===== config.mk =====
export PLATFORM = sky130hd
export DESIGN_NAME = mem_stage_ctrl_flat
export DESIGN_NICKNAME = d
export VERILOG_FILES = /design/src/rtl/mem_stage_ctrl_pkg.sv /design/src/rtl/mem_stage_ctrl_if.sv /design/src/rtl/mem_stage_ctrl_wait_timer.sv /design/src/rtl/mem_stage_ctrl.sv /design/src/flat_wrapper.sv
export SDC_FILE = /design/constraint.sdc
export NUM_CORES = 1
export LEC_CHECK = 0
export CAP_MARGIN = 25
export CORE_MARGIN = 10
export CORE_UTILIZATION = 30
export CTS_BUF_LIST = sky130_fd_sc_hd__clkbuf_16
export DETAILED_ROUTE_END_ITERATION = 12
export GPL_TIMING_DRIVEN = 0
export PLACE_DENSITY = 0.63
export SETUP_SLACK_MARGIN = 0.3
export SLEW_MARGIN = 5
export SYNTH_ARGS = -nofsm -noshare
export SYNTH_HDL_FRONTEND = slang
export SYNTH_HIERARCHICAL = 1
export SYNTH_SLANG_ARGS = --single-unit

===== constraint.sdc =====
create_clock -name clk -period 2 [get_ports clk]
set_input_delay 0.4 -clock clk [delete_from_list [all_inputs] [get_ports clk]]
set_output_delay 0.4 -clock clk [all_outputs]
set_load 0.01 [all_outputs]

===== src/rtl/mem_stage_ctrl_pkg.sv =====
// cpu_pkg: shared types and defaults for the MEM-stage memory access controller.
//   mem_ctrl_state_t : controller state encoding (IDLE, BUSY, DONE)
//   DATA_W_DEFAULT   : default data/address width of the 16-bit CPU
package cpu_pkg;

  localparam int DATA_W_DEFAULT = 16;

  typedef enum logic [1:0] {
    IDLE = 2'd0,
    BUSY = 2'd1,
    DONE = 2'd2
  } mem_ctrl_state_t;

endpackage


===== src/rtl/mem_stage_ctrl_if.sv =====
// mem_stage_ctrl_if: req/ack handshake bus between the MEM-stage controller
// and the variable-latency data memory.
//   dmem_req   : request, held high until dmem_ack (master -> slave)
//   dmem_we    : 1 = write, 0 = read, valid with dmem_req (master -> slave)
//   dmem_addr  : access address (master -> slave)
//   dmem_wdata : store data (master -> slave)
//   dmem_ack   : one-cycle completion pulse (slave -> master)
//   dmem_rdata : read data, valid with dmem_ack (slave -> master)
interface mem_stage_ctrl_if
  import cpu_pkg::*;
#(
  parameter int DATA_W = DATA_W_DEFAULT
) ();

  logic              dmem_req;
  logic              dmem_we;
  logic [DATA_W-1:0] dmem_addr;
  logic [DATA_W-1:0] dmem_wdata;
  logic              dmem_ack;
  logic [DATA_W-1:0] dmem_rdata;

  modport master (
    output dmem_req, dmem_we, dmem_addr, dmem_wdata,
    input  dmem_ack, dmem_rdata
  );

  modport slave (
    input  dmem_req, dmem_we, dmem_addr, dmem_wdata,
    output dmem_ack, dmem_rdata
  );

endinterface


===== src/rtl/mem_stage_ctrl_wait_timer.sv =====
// wait_timer: clearable up-counter with terminal-count flag, used as the
// watchdog that bounds how long a memory request may wait for its ack.
//   clk, rst_n : clock and asynchronous active-low reset
//   clear_i    : synchronous clear to zero (has priority over en_i)
//   en_i       : count up by one per cycle
//   tc_o       : high while the count equals TIMEOUT-1
module wait_timer
  import cpu_pkg::*;
#(
  parameter int TIMEOUT = 64
) (
  input  logic clk,
  input  logic rst_n,
  input  logic clear_i,
  input  logic en_i,
  output logic tc_o
);

  localparam int W = $clog2(TIMEOUT);

  logic [W-1:0] count_q;
  logic [W-1:0] count_d;

  assign tc_o = (count_q == W'(TIMEOUT - 1));

  // Next count: clear wins, otherwise count up and hold at the terminal
  // value so a missed abort can never wrap back to zero.
  always_comb begin
    count_d = count_q;
    if (clear_i) begin
      count_d = '0;
    end else if (en_i && !tc_o) begin
      count_d = count_q + 1'b1;
    end
  end

  // Count register.
  always_ff @(posedge clk or negedge rst_n) begin
    if (!rst_n) begin
      count_q <= '0;
    end else begin
      count_q <= count_d;
    end
  end

endmodule


===== src/rtl/mem_stage_ctrl.sv =====
// mem_stage_ctrl: sequences data-memory accesses for the MEM stage.
// While an access is outstanding it stalls the upstream pipeline and feeds
// bubbles (RegWrite=0) into MEM/WB; load data is presented for exactly one
// retire cycle (DONE). A watchdog turns a hung memory into a sticky error.
//   clk, rst_n       : clock and asynchronous active-low reset
//   mem_read_m_i     : instruction in MEM is a load
//   mem_write_m_i    : instruction in MEM is a store (wins over a load)
//   reg_write_m_i    : RegWrite of the instruction in MEM
//   addr_m_i         : memory address
//   wdata_m_i        : store data
//   dmem             : req/ack bus to data memory (master side)
//   stall_o          : hold IF/ID, ID/EX, EX/MEM and PC
//   reg_write_mw_o   : gated RegWrite into MEM/WB
//   read_data_m_o    : load data into MEM/WB
//   timeout_err_o    : sticky watchdog abort flag
module mem_stage_ctrl
  import cpu_pkg::*;
#(
  parameter int DATA_W  = DATA_W_DEFAULT,
  parameter int TIMEOUT = 64
) (
  input  logic              clk,
  input  logic              rst_n,
  input  logic              mem_read_m_i,
  input  logic              mem_write_m_i,
  input  logic              reg_write_m_i,
  input  logic [DATA_W-1:0] addr_m_i,
  input  logic [DATA_W-1:0] wdata_m_i,
  mem_stage_ctrl_if.master  dmem,
  output logic              stall_o,
  output logic              reg_write_mw_o,
  output logic [DATA_W-1:0] read_data_m_o,
  output logic              timeout_err_o
);

  mem_ctrl_state_t   state_q, state_d;
  logic              req_q, req_d;
  logic              we_q, we_d;
  logic [DATA_W-1:0] addr_q, addr_d;
  logic [DATA_W-1:0] wdata_q, wdata_d;
  logic [DATA_W-1:0] rdata_q, rdata_d;
  logic              err_q, err_d;
  logic              abort_q, abort_d;

  logic memOp;
  logic timerClear;
  logic timerEn;
  logic timerTc;

  assign memOp = mem_read_m_i | mem_write_m_i;

  assign dmem.dmem_req   = req_q;
  assign dmem.dmem_we    = we_q;
  assign dmem.dmem_addr  = addr_q;
  assign dmem.dmem_wdata = wdata_q;
  assign read_data_m_o   = rdata_q;
  assign timeout_err_o   = err_q;

  wait_timer #(
    .TIMEOUT (TIMEOUT)
  ) u_wait_timer (
    .clk     (clk),
    .rst_n   (rst_n),
    .clear_i (timerClear),
    .en_i    (timerEn),
    .tc_o    (timerTc)
  );

  // Next-state and output logic. The bus registers are only loaded on the
  // IDLE->BUSY transition, so they stay stable for the whole request. An ack
  // is tested before the terminal count so a same-cycle ack wins. DONE goes
  // straight back to IDLE so the instruction still visible on the inputs is
  // not issued twice.
  always_comb begin
    state_d        = state_q;
    req_d          = req_q;
    we_d           = we_q;
    addr_d         = addr_q;
    wdata_d        = wdata_q;
    rdata_d        = rdata_q;
    err_d          = err_q;
    abort_d        = abort_q;
    stall_o        = 1'b0;
    reg_write_mw_o = 1'b0;
    timerClear     = 1'b0;
    timerEn        = 1'b0;

    case (state_q)
      IDLE: begin
        if (memOp) begin
          stall_o    = 1'b1;
          addr_d     = addr_m_i;
          wdata_d    = wdata_m_i;
          we_d       = mem_write_m_i;
          req_d      = 1'b1;
          abort_d    = 1'b0;
          timerClear = 1'b1;
          state_d    = BUSY;
        end else begin
          reg_write_mw_o = reg_write_m_i;
        end
      end

      BUSY: begin
        stall_o = 1'b1;
        timerEn = 1'b1;
        if (dmem.dmem_ack) begin
          if (!we_q) begin
            rdata_d = dmem.dmem_rdata;
          end
          req_d   = 1'b0;
          abort_d = 1'b0;
          state_d = DONE;
        end else if (timerTc) begin
          err_d   = 1'b1;
          rdata_d = '0;
          req_d   = 1'b0;
          abort_d = 1'b1;
          state_d = DONE;
        end
      end

      DONE: begin
        reg_write_mw_o = reg_write_m_i & ~mem_write_m_i & ~abort_q;
        state_d        = IDLE;
      end

      default: begin
        state_d = IDLE;
        req_d   = 1'b0;
      end
    endcase
  end

  // State and bus registers; reset abandons any access in flight.
  always_ff @(posedge clk or negedge rst_n) begin
    if (!rst_n) begin
      state_q <= IDLE;
      req_q   <= 1'b0;
      we_q    <= 1'b0;
      addr_q  <= '0;
      wdata_q <= '0;
      rdata_q <= '0;
      err_q   <= 1'b0;
      abort_q <= 1'b0;
    end else begin
      state_q <= state_d;
      req_q   <= req_d;
      we_q    <= we_d;
      addr_q  <= addr_d;
      wdata_q <= wdata_d;
      rdata_q <= rdata_d;
      err_q   <= err_d;
      abort_q <= abort_d;
    end
  end

endmodule


===== src/flat_wrapper.sv =====
// flat-port wrapper written by rule: the top's interface ports become plain ports
module mem_stage_ctrl_flat import cpu_pkg::*;
#(
  parameter int DATA_W  = DATA_W_DEFAULT,
  parameter int TIMEOUT = 64
)
  (clk, rst_n, mem_read_m_i, mem_write_m_i, reg_write_m_i, addr_m_i, wdata_m_i, stall_o, reg_write_mw_o, read_data_m_o, timeout_err_o, dmem_dmem_req, dmem_dmem_we, dmem_dmem_addr, dmem_dmem_wdata, dmem_dmem_ack, dmem_dmem_rdata);
  mem_stage_ctrl_if #(.DATA_W(DATA_W)) dmem_i ();
  input  logic clk;
  input  logic rst_n;
  input  logic mem_read_m_i;
  input  logic mem_write_m_i;
  input  logic reg_write_m_i;
  input  logic [DATA_W-1:0] addr_m_i;
  input  logic [DATA_W-1:0] wdata_m_i;
  output logic stall_o;
  output logic reg_write_mw_o;
  output logic [DATA_W-1:0] read_data_m_o;
  output logic timeout_err_o;
  output wire logic [$bits(dmem_i.dmem_req)-1:0] dmem_dmem_req;
  output wire logic [$bits(dmem_i.dmem_we)-1:0] dmem_dmem_we;
  output wire logic [$bits(dmem_i.dmem_addr)-1:0] dmem_dmem_addr;
  output wire logic [$bits(dmem_i.dmem_wdata)-1:0] dmem_dmem_wdata;
  input wire logic [$bits(dmem_i.dmem_ack)-1:0] dmem_dmem_ack;
  input wire logic [$bits(dmem_i.dmem_rdata)-1:0] dmem_dmem_rdata;
  assign dmem_dmem_req = dmem_i.dmem_req;
  assign dmem_dmem_we = dmem_i.dmem_we;
  assign dmem_dmem_addr = dmem_i.dmem_addr;
  assign dmem_dmem_wdata = dmem_i.dmem_wdata;
  assign dmem_i.dmem_ack = dmem_dmem_ack;
  assign dmem_i.dmem_rdata = dmem_dmem_rdata;
  mem_stage_ctrl #(.DATA_W(DATA_W), .TIMEOUT(TIMEOUT)) u_core (.clk(clk), .rst_n(rst_n), .mem_read_m_i(mem_read_m_i), .mem_write_m_i(mem_write_m_i), .reg_write_m_i(reg_write_m_i), .addr_m_i(addr_m_i), .wdata_m_i(wdata_m_i), .dmem(dmem_i), .stall_o(stall_o), .reg_write_mw_o(reg_write_mw_o), .read_data_m_o(read_data_m_o), .timeout_err_o(timeout_err_o));
endmodule

After elaboration in Yosys (flattened, before gate mapping)
Index checks and enable logic that the tools add are counted.

Equality and inequality tests: 6. Bitwise logic cells: 7. Add/subtract/negate cells: 1. Mux-type cells: 23. Reduce and logical (&&, ||, !) cells: 12.

Operators with widths (count): $mux 16 (3); $mux 6 (2); $reduce_and 3->1 (4); $mux 1 (10); $add 6x1->6 const B (1); $eq 6x6->1 const B (1); $mux 2 (3); $pmux 1 s2 (3); $reduce_bool 2->1 (3); $not 1->1 (4); $pmux 2 s2 (1); $reduce_and 2->1 (2); $ne 3x3->1 const B (1); $pmux 1 s3 (1); $and 1x1->1 (2); $eq 2x1->1 const B (1); $eq 2x2->1 const B (1); $logic_not 2->1 (1); $ne 2x1->1 const B (1); $ne 2x2->1 const B (1); $logic_and 1x1->1 (1); $logic_not 1->1 (1); $or 1x1->1 (1).

Output and inout port bits: 53. Bits of input ports: 54. Logic and storage cells: 58. Register bits: 60.

Longest topological paths before layout
Gate-level depths: netlist (run 1).

Depth after elaboration: 5. Gate-level depth with buffers: 7.

Modules after synthesis
Netlist (run 1), hierarchy kept.

By module, submodules not included: mem_stage_ctrl (seq. area each 1351.3 µm², instances 1, cells an instance 132, area an instance 2108.3 µm²); wait_timer (seq. area each 150.1 µm², instances 1, cells an instance 39, area an instance 380.4 µm²).

Least setup slack after synthesis (run 1)
No wires, ideal clock.

Path type: reg-to-reg. From: reg u_core.u_wait_timer.count_q[0]. To: reg u_core.rdata_q[10], in the netlist u_core/read_data_m_o[10]. Cell stages (with the launch flop): 8. Arrival: 1.558 ns. Setup time: 0.121 ns. Buffers on the path: 1. Slack: 0.321 ns. Cell sequence: dfrtp_1 -> ha_1 -> nand2_4 -> nor2b_4 -> nor2_1 -> a211o_4 -> buf_6 -> a22o_2.

Longest elaborated chain between the ends: 3.

Ends and longest elaborated chain: start, declared (line mem_stage_ctrl_wait_timer.sv:21) `logic [W-1:0] count_q;`; start signal, assigned (line mem_stage_ctrl_wait_timer.sv:42) `count_q <= count_d;`; $eq 6x6->1 (line mem_stage_ctrl_wait_timer.sv:24) `assign tc_o = (count_q == W'(TIMEOUT - 1));`; via u_core.timerTc (line mem_stage_ctrl.sv:48) `logic timerTc;`; $reduce_bool 2->1 (no line); $reduce_and 3->1 (no line); end signal, assigned (line mem_stage_ctrl.sv:152) `rdata_q <= rdata_d;`; end, declared (line mem_stage_ctrl.sv:41) `logic [DATA_W-1:0] rdata_q, rdata_d;`.

The timed path passes the listed nets, and every way through them passes these cells. A chain may end at the register's enable or synchronous reset.

Worst setup path after layout (run 1)
From: reg u_core.u_wait_timer.count_q[5]. To: reg u_core.rdata_q[7], in the netlist u_core/read_data_m_o[7].

Same word-level chain as after synthesis.

==> qor.json, run 1 <==
{
  "syn_inst": {"value": 171},
  "final_core_area_utilization": {"value": 50.9, "unit": "%"},
  "peak_fanout_along_the_critical_path": {"value": 5},
  "top_cell_types_by_occurrence_after_synthesis": {"value": "60 x sky130_fd_sc_hd__dfrtp_1, 30 x sky130_fd_sc_hd__mux2_2, 16 x sky130_fd_sc_hd__a22o_2"},
  "grt_use_met2": {"value": 18.0, "unit": "%"},
  "clock-root-buffer": {"value": "sky130_fd_sc_hd__clkbuf_16"},
  "multiInputGateArea": {"value": 913, "unit": "um^2"},
  "ys.warnings.count": {"value": 6},
  "io_buffers": {"value": 106},
  "min_period": {"value": 1.67, "unit": "ns"},
  "synth_sequential_area_ratio": {"value": 60.3, "unit": "%"},
  "grt-busiest-layer": {"value": "met2"},
  "count_of_flip_flops_with_a_built_in_enable_after_synthesis": {"value": 0},
  "vertical_die_dimension": {"value": 111, "unit": "um"},
  "cts_buffer_depth": {"value": 2},
  "dr.first_iter.drc_count": {"value": 38},
  "status": {"value": "complete, no violations"},
  "fin_worst_hold_slack": {"value": 0.156, "unit": "ns"},
  "total_routing_resource_utilization_after_global_routing": {"value": 11.2, "unit": "%"},
  "worst_clock_skew": {"value": 0.00559, "unit": "ns"},
  "synth_cell_type_count": {"value": 37},
  "end_kind": {"value": "flop"},
  "route.antenna.remaining_nets": {"value": 0},
  "postPlaceCellArea": {"value": 3680, "unit": "um^2"},
  "synth_nets": {"value": 226},
  "reg_area": {"value": 1500, "unit": "um^2"},
  "worstPathArrival": {"value": 1.87, "unit": "ns"},
  "critical_path.cell_chain": {"value": "and3_4 > buf_6 > nor2b_4 > nor2_2 > a211o_4 > buf_6 > a22o_2"},
  "grt_pass1_wl": {"value": 11.3, "unit": "mm"},
  "floorplan.rows": {"value": 33},
  "wire_per_inst": {"value": 16.8, "unit": "um"},
  "n_antenna_cell": {"value": 0},
  "final_min_period_over_clock_period": {"value": 83.4, "unit": "%"},
  "slew_headroom": {"value": 49.1, "unit": "%"},
  "cts.reportedPaths.clkPinSlew": {"value": 0.05, "unit": "ns"},
  "clock_sink_count": {"value": 60},
  "hold_viol": {"value": 0},
  "timing_max_transition_violations_final": {"value": 0},
  "synth_top_cell_area_share": {"value": 60.3, "unit": "%"},
  "power.density_cell_area": {"value": 1560, "unit": "nW/um^2"},
  "finish.net_count": {"value": 357},
  "critical_path.max_stage_delay": {"value": 0.36, "unit": "ns"},
  "number_of_antenna_violations_at_the_first_check_in_global_routing": {"value": 0},
  "fill_cells": {"value": 734},
  "cp-startpoint": {"value": "u_core/u_wait_timer/count_q[5]"},
  "cts.hold.buffers_added": {"value": 0},
  "area_of_the_placeable_core": {"value": 8130, "unit": "um^2"},
  "regToRegStartpoint": {"value": "u_core/u_wait_timer/count_q[5]"},
  "die_x": {"value": 111, "unit": "um"},
  "worstPathRequired": {"value": 2.21, "unit": "ns"},
  "via_count_of_the_first_global_routing_pass": {"value": 2111},
  "drv.max_cap_violation_count": {"value": 0},
  "place.gp.congestion": {"value": 0.705},
  "cts_inserted_buffers": {"value": 9},
  "synth_most_common_cell": {"value": "sky130_fd_sc_hd__dfrtp_1"},
  "layout_setup_ws": {"value": 0.333, "unit": "ns"},
  "synth.top_cells.by_area": {"value": "sky130_fd_sc_hd__dfrtp_1 60%, sky130_fd_sc_hd__mux2_2 14%, sky130_fd_sc_hd__a22o_2 6.4%"},
  "total_via_count_in_the_routed_design": {"value": 1932},
  "drt_drc_violations_left": {"value": 0},
  "design.portCount": {"value": 107},
  "synth_async_sr_flop_share": {"value": 100, "unit": "%"},
  "power.leakage": {"value": 1.76, "unit": "nW"},
  "insertion_delay": {"value": 0.32, "unit": "ns"},
  "grt_util_met3": {"value": 5.84, "unit": "%"},
  "areaGrowthSynthToFinish": {"value": 66.4, "unit": "%"},
  "fp.dieArea": {"value": 12300, "unit": "um^2"},
  "ctsHtreeMaxLevel": {"value": 3},
  "final_layout_size_suffix_gt1_share": {"value": 31.9, "unit": "%"},
  "finalSetupViolCount": {"value": 0},
  "detail_route.wirelength": {"value": 6.91, "unit": "mm"},
  "globalRoute.totalOverflow": {"value": 0},
  "rsz0062_at_grt": {"value": "yes"},
  "tightestPinTransition": {"value": 0.763, "unit": "ns"},
  "grt_max_degree": {"value": 61},
  "timing.reg2reg.setup_slack": {"value": 0.33, "unit": "ns"},
  "yosys_register_bits": {"value": 60},
  "timing.setup.critical_path_class": {"value": "flop to flop"},
  "start_util": {"value": 30.6, "unit": "%"},
  "worst_setup_path_start_kind": {"value": "flop"},
  "fin_area": {"value": 4140, "unit": "um^2"},
  "mappedNetlistArea": {"value": 2490, "unit": "um^2"},
  "tritoncts": {"value": "built"},
  "yosys.area.top_type": {"value": "sky130_fd_sc_hd__dfrtp_1"},
  "post-dp-hpwl": {"value": 4.82, "unit": "mm"},
  "drt-vias-per-instance": {"value": 4.69},
  "hold_path.class": {"value": "primary input to async pin"},
  "vdd.ir_drop.worst": {"value": 0.000600, "unit": "V"},
  "dpl_worst_slack": {"value": -0.297, "unit": "ns"},
  "yosys_most_used_dff": {"value": "sky130_fd_sc_hd__dfrtp_1"},
  "max_freq": {"value": 0.600, "unit": "GHz"},
  "avgSynthCellArea": {"value": 14.6, "unit": "um^2"},
  "drt_pre_antenna_iters": {"value": 4},
  "grt_use_met1": {"value": 12.4, "unit": "%"},
  "slowest_stage": {"value": "sky130_fd_sc_hd__dfrtp_1"},
  "critPathMostFrequentCell": {"value": "sky130_fd_sc_hd__buf_6"}
}
[path summary, 6_finish.rpt]
path | end | cells past startpoint
min reg2reg | u_core/dmem.dmem_wdata[8] | 1
min in group clk | u_core/dmem.dmem_wdata[8] | 1
max in group asynchronous | u_core/read_data_m_o[4] | 1
max | u_core/read_data_m_o[7] | 7
max reg2reg | u_core/read_data_m_o[7] | 7
min | u_core/dmem.dmem_req | 1
[logic make-up after synthesis]
| logic type | after synthesis | share of synthesized area [%] |
|---|---|---|
| AOI/OAI and AO/OA | 34 | 12.3 |
| adders and majority gates | 1 | 0.503 |
| buffers and inverters | 13 | 4.07 |
| DFF | 60 | 60.3 |
| muxes | 33 | 14.9 |
| and+or+nand+nor | 30 | 7.94 |
[final cells by class]
cell class                      count  area share, %
Inverter                            4          0.363
Clock buffer                        9           5.44
Timing Repair Buffer              120           28.3
Sequential cell                    60           36.3
Buffer                              9           2.42
Clock inverter                      7           1.99
Tap cell                          105           3.17
Multi-Input combinational cell     98           22.1
[cell usage in the layout, fill, tap and decap left out, types with 4 or more instances in the layout]
cell                              count
sky130_fd_sc_hd__a22o_2              16
sky130_fd_sc_hd__buf_4               14
sky130_fd_sc_hd__buf_6                9
sky130_fd_sc_hd__clkbuf_16            9
sky130_fd_sc_hd__clkdlybuf4s50_1    100
sky130_fd_sc_hd__dfrtp_1             60
sky130_fd_sc_hd__inv_1                4
sky130_fd_sc_hd__mux2_2              30
sky130_fd_sc_hd__nand2_1              5
sky130_fd_sc_hd__nor2_1               5
[power breakdown]
part	total, mW	switching (mW)	internal (mW)
sequential	2.04	0.288	1.75
clock	1.59	0.518	1.07
combinational	2.85	1.10	1.75
total	6.48	1.91	4.57
[metal layers]
| metal | wire length [um] | part of all wire (%) |
|---|---|---|
| met2 | 3380 | 49 |
| met4 | 59 | 0.85 |
| met1 | 2910 | 42 |
| met3 | 559 | 8.1 |
| met5 | 0 | 0 |
[registers in the layout, indices dropped and copies added (netlist names)]
register,flops
u_core/dmem.dmem_addr,16
u_core/dmem.dmem_wdata,16
u_core/read_data_m_o,16
u_core/u_wait_timer/count_q,6
u_core/state_q,2
u_core/abort_q,1
u_core/dmem.dmem_req,1
u_core/dmem.dmem_we,1
u_core/timeout_err_o,1
[worst max-delay path: cells and delay by family (launching register included)]
family,cells,cell delay [ns]
flip-flops,1,0.36
AO/OA/AOI/OAI,2,0.57
AND/OR/NAND/NOR,3,0.39
buffers and inverters,2,0.24
[through the flow]
step | instances | TNS [ns] | total power [mW]
3_5_place_dp | 382 | -5.24 | 4.78
2_1_floorplan | 171 | 0 | 3.37
6_report | 412 | 0 | 6.48
4_1_cts | 410 | 0 | 6.56
5_1_grt | 412 | 0 | 6.87
3_3_place_gp | 382 | -95.94 | 4.72
[what timing repair did]
action,CTS,global route
pin swaps,2,4
setup buffers,11,2
gates cloned,1,0
endpoints found under the setup margin,49,18
gates resized for setup,19,6
No activity file was read; power rests on OpenSTA's default activity.
==> run 2, diff against run 1 <==
--- a/config.mk
+++ b/config.mk
@@ -11,7 +11,7 @@
 export CTS_BUF_LIST = sky130_fd_sc_hd__clkbuf_16
 export DETAILED_ROUTE_END_ITERATION = 12
 export GPL_TIMING_DRIVEN = 0
-export PLACE_DENSITY = 0.63
+export PLACE_DENSITY = 0.65
 export SETUP_SLACK_MARGIN = 0.3
 export SLEW_MARGIN = 5
 export SYNTH_ARGS = -nofsm -noshare
==> constraint.sdc (replaced) <==
create_clock -name clk -period 1.4 [get_ports clk]
set_input_delay 0.28 -clock clk [delete_from_list [all_inputs] [get_ports clk]]
set_output_delay 0.28 -clock clk [all_outputs]
set_load 0.01 [all_outputs]
==> qor.json, run 2 (synthesis results as in run 1) <==
{
  "floorplan.rows": {"value": 33, "change": "unchanged"},
  "critical_path.max_stage_delay": {"value": 0.38, "unit": "ns", "change": "was 0.36 ns"},
  "hold_path.class": {"value": "primary input to async pin", "change": "unchanged"},
  "area_of_the_placeable_core": {"value": 8130, "unit": "um^2", "change": "unchanged"},
  "cts_buffer_depth": {"value": 2, "change": "unchanged"},
  "final_min_period_over_clock_period": {"value": 123, "unit": "%", "change": "was 83.4%"},
  "p_int": {"value": 7.17, "unit": "mW", "change": "was 4.57 mW"},
  "tritoncts": {"value": "built", "change": "unchanged"},
  "power.density_cell_area": {"value": 2250, "unit": "nW/um^2", "change": "was 1560 nW/um^2"},
  "total_via_count_in_the_routed_design": {"value": 2038, "change": "was 1932"},
  "via_count_of_the_first_global_routing_pass": {"value": 2127, "change": "was 2111"},
  "clock_sink_count": {"value": 60, "change": "unchanged"},
  "worst_setup_path_start_kind": {"value": "flop", "change": "unchanged"},
  "worstPathArrival": {"value": 1.92, "unit": "ns", "change": "was 1.87 ns"},
  "vdd.ir_drop.worst": {"value": 0.000870, "unit": "V", "change": "was 0.000600 V"},
  "die_x": {"value": 111, "unit": "um", "change": "unchanged"},
  "globalRoute.totalOverflow": {"value": 0, "change": "unchanged"},
  "ctsHtreeMaxLevel": {"value": 3, "change": "unchanged"},
  "timing_max_transition_violations_final": {"value": 0, "change": "unchanged"},
  "place.gp.congestion": {"value": 0.685, "change": "was 0.705"},
  "power.sequential.fraction": {"value": 28.9, "unit": "%", "change": "was 31.4%"},
  "status": {"value": "finished, violations left", "change": "was complete, no violations"},
  "violations": {"value": "negative setup slack"},
  "io_buffers": {"value": 106, "change": "unchanged"},
  "total_routing_resource_utilization_after_global_routing": {"value": 11.3, "unit": "%", "change": "was 11.2%"},
  "drt-vias-per-instance": {"value": 4.52, "change": "was 4.69"},
  "detail_route.wirelength": {"value": 7.37, "unit": "mm", "change": "was 6.91 mm"},
  "grt_pass1_wl": {"value": 11.4, "unit": "mm", "change": "was 11.3 mm"},
  "critical_path.cell_chain": {"value": "and3_4 > buf_6 > nor2b_4 > nor2_2 > a211o_4 > buf_4 > a22o_2", "change": "was and3_4 > buf_6 > nor2b_4 > nor2_2 > a211o_4 > buf_6 > a22o_2"},
  "worst_clock_skew": {"value": 0.00516, "unit": "ns", "change": "was 0.00559 ns"},
  "number_of_antenna_violations_at_the_first_check_in_global_routing": {"value": 0, "change": "unchanged"},
  "peak_fanout_along_the_critical_path": {"value": 7, "change": "was 5"},
  "min_period": {"value": 1.72, "unit": "ns", "change": "was 1.67 ns"},
  "final_core_area_utilization": {"value": 56.6, "unit": "%", "change": "was 50.9%"},
  "n_antenna_cell": {"value": 0, "change": "unchanged"},
  "grt_max_degree": {"value": 61, "change": "unchanged"},
  "layout_setup_ws": {"value": -0.324, "unit": "ns", "change": "was 0.333 ns"},
  "design.portCount": {"value": 107, "change": "unchanged"},
  "worstPathRequired": {"value": 1.60, "unit": "ns", "change": "was 2.21 ns"},
  "end_kind": {"value": "flop", "change": "unchanged"},
  "start_util": {"value": 30.6, "unit": "%", "change": "unchanged"},
  "mostFrequentLayoutCell": {"value": "sky130_fd_sc_hd__dfrtp_1", "change": "was sky130_fd_sc_hd__clkdlybuf4s50_1"},
  "post-dp-hpwl": {"value": 4.76, "unit": "mm", "change": "was 4.82 mm"},
  "clock-root-buffer": {"value": "sky130_fd_sc_hd__clkbuf_16", "change": "unchanged"},
  "comb_power_share": {"value": 53.2, "unit": "%", "change": "was 44.0%"},
  "cts.reportedPaths.clkPinSlew": {"value": 0.05, "unit": "ns", "change": "about the same"},
  "cts_inserted_buffers": {"value": 9, "change": "unchanged"},
  "finalSetupViolCount": {"value": 58, "change": "was 0"},
  "drv.max_cap_violation_count": {"value": 0, "change": "unchanged"},
  "fp.dieArea": {"value": 12300, "unit": "um^2", "change": "unchanged"},
  "mostFrequentLayoutCells": {"value": "58 x sky130_fd_sc_hd__dfrtp_1, 50 x sky130_fd_sc_hd__clkdlybuf4s50_1, 39 x sky130_fd_sc_hd__buf_4", "change": "was 100 x sky130_fd_sc_hd__clkdlybuf4s50_1, 60 x sky130_fd_sc_hd__dfrtp_1, 30 x sky130_fd_sc_hd__mux2_2"},
  "slowest_stage": {"value": "sky130_fd_sc_hd__dfrtp_1", "change": "unchanged"},
  "wire_per_inst": {"value": 16.3, "unit": "um", "change": "was 16.8 um"},
  "drt_drc_violations_left": {"value": 0, "change": "unchanged"},
  "vertical_die_dimension": {"value": 111, "unit": "um", "change": "unchanged"},
  "finish.net_count": {"value": 398, "change": "was 357"},
  "insertion_delay": {"value": 0.31, "unit": "ns", "change": "was 0.32 ns"},
  "power.switching_fraction": {"value": 30.6, "unit": "%", "change": "was 29.4%"},
  "route.antenna.remaining_nets": {"value": 0, "change": "unchanged"},
  "dr.first_iter.drc_count": {"value": 66, "change": "was 38"},
  "pwr-share-clk": {"value": 17.8, "unit": "%", "change": "was 24.5%"},
  "slew_headroom": {"value": 49.1, "unit": "%", "change": "about the same"},
  "timing.setup.critical_path_class": {"value": "flop to flop", "change": "unchanged"},
  "max_freq": {"value": 0.580, "unit": "GHz", "change": "was 0.600 GHz"},
  "fill_cells": {"value": 670, "change": "was 734"},
  "rsz0062_at_grt": {"value": "yes", "change": "unchanged"},
  "cts.hold.buffers_added": {"value": 0, "change": "unchanged"},
  "total_switching_power": {"value": 3.17, "unit": "mW", "change": "was 1.91 mW"},
  "power.leakage": {"value": 2.17, "unit": "nW", "change": "was 1.76 nW"},
  "hold_viol": {"value": 0, "change": "unchanged"},
  "p_total": {"value": 10.3, "unit": "mW", "change": "was 6.48 mW"},
  "tightestPinTransition": {"value": 0.763, "unit": "ns", "change": "about the same"},
  "final_layout_size_suffix_gt1_share": {"value": 57.8, "unit": "%", "change": "was 31.9%"},
  "areaGrowthSynthToFinish": {"value": 84.9, "unit": "%", "change": "was 66.4%"},
  "drt_pre_antenna_iters": {"value": 4, "change": "unchanged"}
}
## run 2: cell types whose count changed in the layout (fill, tap and decap cells not counted), moves of 3 or more
cell and delta:
sky130_fd_sc_hd__clkdlybuf4s50_1 -50, sky130_fd_sc_hd__buf_2 +32, sky130_fd_sc_hd__mux2_4 +32, sky130_fd_sc_hd__mux2_2 -30, sky130_fd_sc_hd__buf_6 +28, sky130_fd_sc_hd__buf_4 +25
sky130_fd_sc_hd__buf_12 +3
## run 2: layout make-up
| type | instances | area, um^2 | area share [%] |
|---|---|---|---|
| flip-flops and latches | 60 | 1500 | 32.7 |
| repair buffers | 161 | 1460 | 31.6 |
| multi-input cells | 98 | 1120 | 24.3 |
| clock buffers | 9 | 225 | 4.90 |
| well taps | 105 | 131 | 2.86 |
| plain buffers | 9 | 128 | 2.77 |
| clock inverters | 5 | 21.3 | 0.462 |
| inverters | 4 | 20.0 | 0.435 |
## run 2: metal layers
layer	vias to the layer above	GRT usage (%)	share of wire, %
li1	972	-	-
met1	999	13.6	42
met2	61	18.0	50
met3	6	4.11	6.3
met4	0	4.54	0.90
met5	-	0	0
## run 2: final timing paths
kind                                                        to                            from  slack, ns  cells after the start
worst max-delay path                  u_core/read_data_m_o[15]  u_core/u_wait_timer/count_q[4]      -0.32                      7
worst min-delay path            u_core/u_wait_timer/count_q[4]                           rst_n       0.03                      1
worst max register to register        u_core/read_data_m_o[15]  u_core/u_wait_timer/count_q[4]      -0.32                      7
worst min register to register            u_core/timeout_err_o            u_core/timeout_err_o       0.48                      1
max in group asynchronous                  u_core/dmem.dmem_we                           rst_n       0.80                      1
min in group clk                          u_core/timeout_err_o            u_core/timeout_err_o       0.48                      1
## run 2: power groups by stage
stage | clock network [mW] | logic [mW] | registers, mW
2_1_floorplan | 0 | 2.10 | 3.27
3_3_place_gp | 0 | 4.38 | 2.95
3_5_place_dp | 0 | 4.42 | 2.96
4_1_cts | 1.89 | 4.98 | 2.97
5_1_grt | 1.99 | 5.86 | 3.09
6_report | 1.84 | 5.50 | 2.99
## run 2: repair_timing
action	in CTS	in global routing
gates resized for setup	258	18
hold endpoints to repair	0	0
buffers inserted	33	18
endpoints found under the setup margin	112	113
pin swaps	7	6
cloned	3	1
## run 2: critical path, delay by kind of cell (launching register included)
kind | cells | cell delay (ns)
AO/OA/AOI/OAI | 2 | 0.57
AND/OR/NAND/NOR | 3 | 0.41
flip-flops | 1 | 0.38
buffers and inverters | 2 | 0.24
## run 2: metrics by stage
step / setup slack [ns] / cells / hold slack (ns) / setup TNS [ns] / area (um^2)
after floorplan: -0.222 / 171 / -0.0156 / -7.71 / 2660
after global placement: -1.97 / 382 / 0.462 / -151.16 / 3850
after detailed placement: -0.787 / 382 / 0.411 / -32.60 / 3850
after CTS: -0.279 / 432 / 0.0745 / -10.92 / 4350
after global routing: -0.388 / 451 / 0.0992 / -13.55 / 4600
final: -0.324 / 451 / 0.0282 / -10.25 / 4600
==> run 3, diff against run 2 <==
--- a/config.mk
+++ b/config.mk
@@ -10,6 +10,7 @@
 export CORE_UTILIZATION = 30
 export CTS_BUF_LIST = sky130_fd_sc_hd__clkbuf_16
 export DETAILED_ROUTE_END_ITERATION = 12
+export GPL_ROUTABILITY_DRIVEN = 0
 export GPL_TIMING_DRIVEN = 0
 export PLACE_DENSITY = 0.65
 export SETUP_SLACK_MARGIN = 0.3
==> results of run 3 <==
Same layout as run 2: the final DEF is identical, and so are final timing and power.
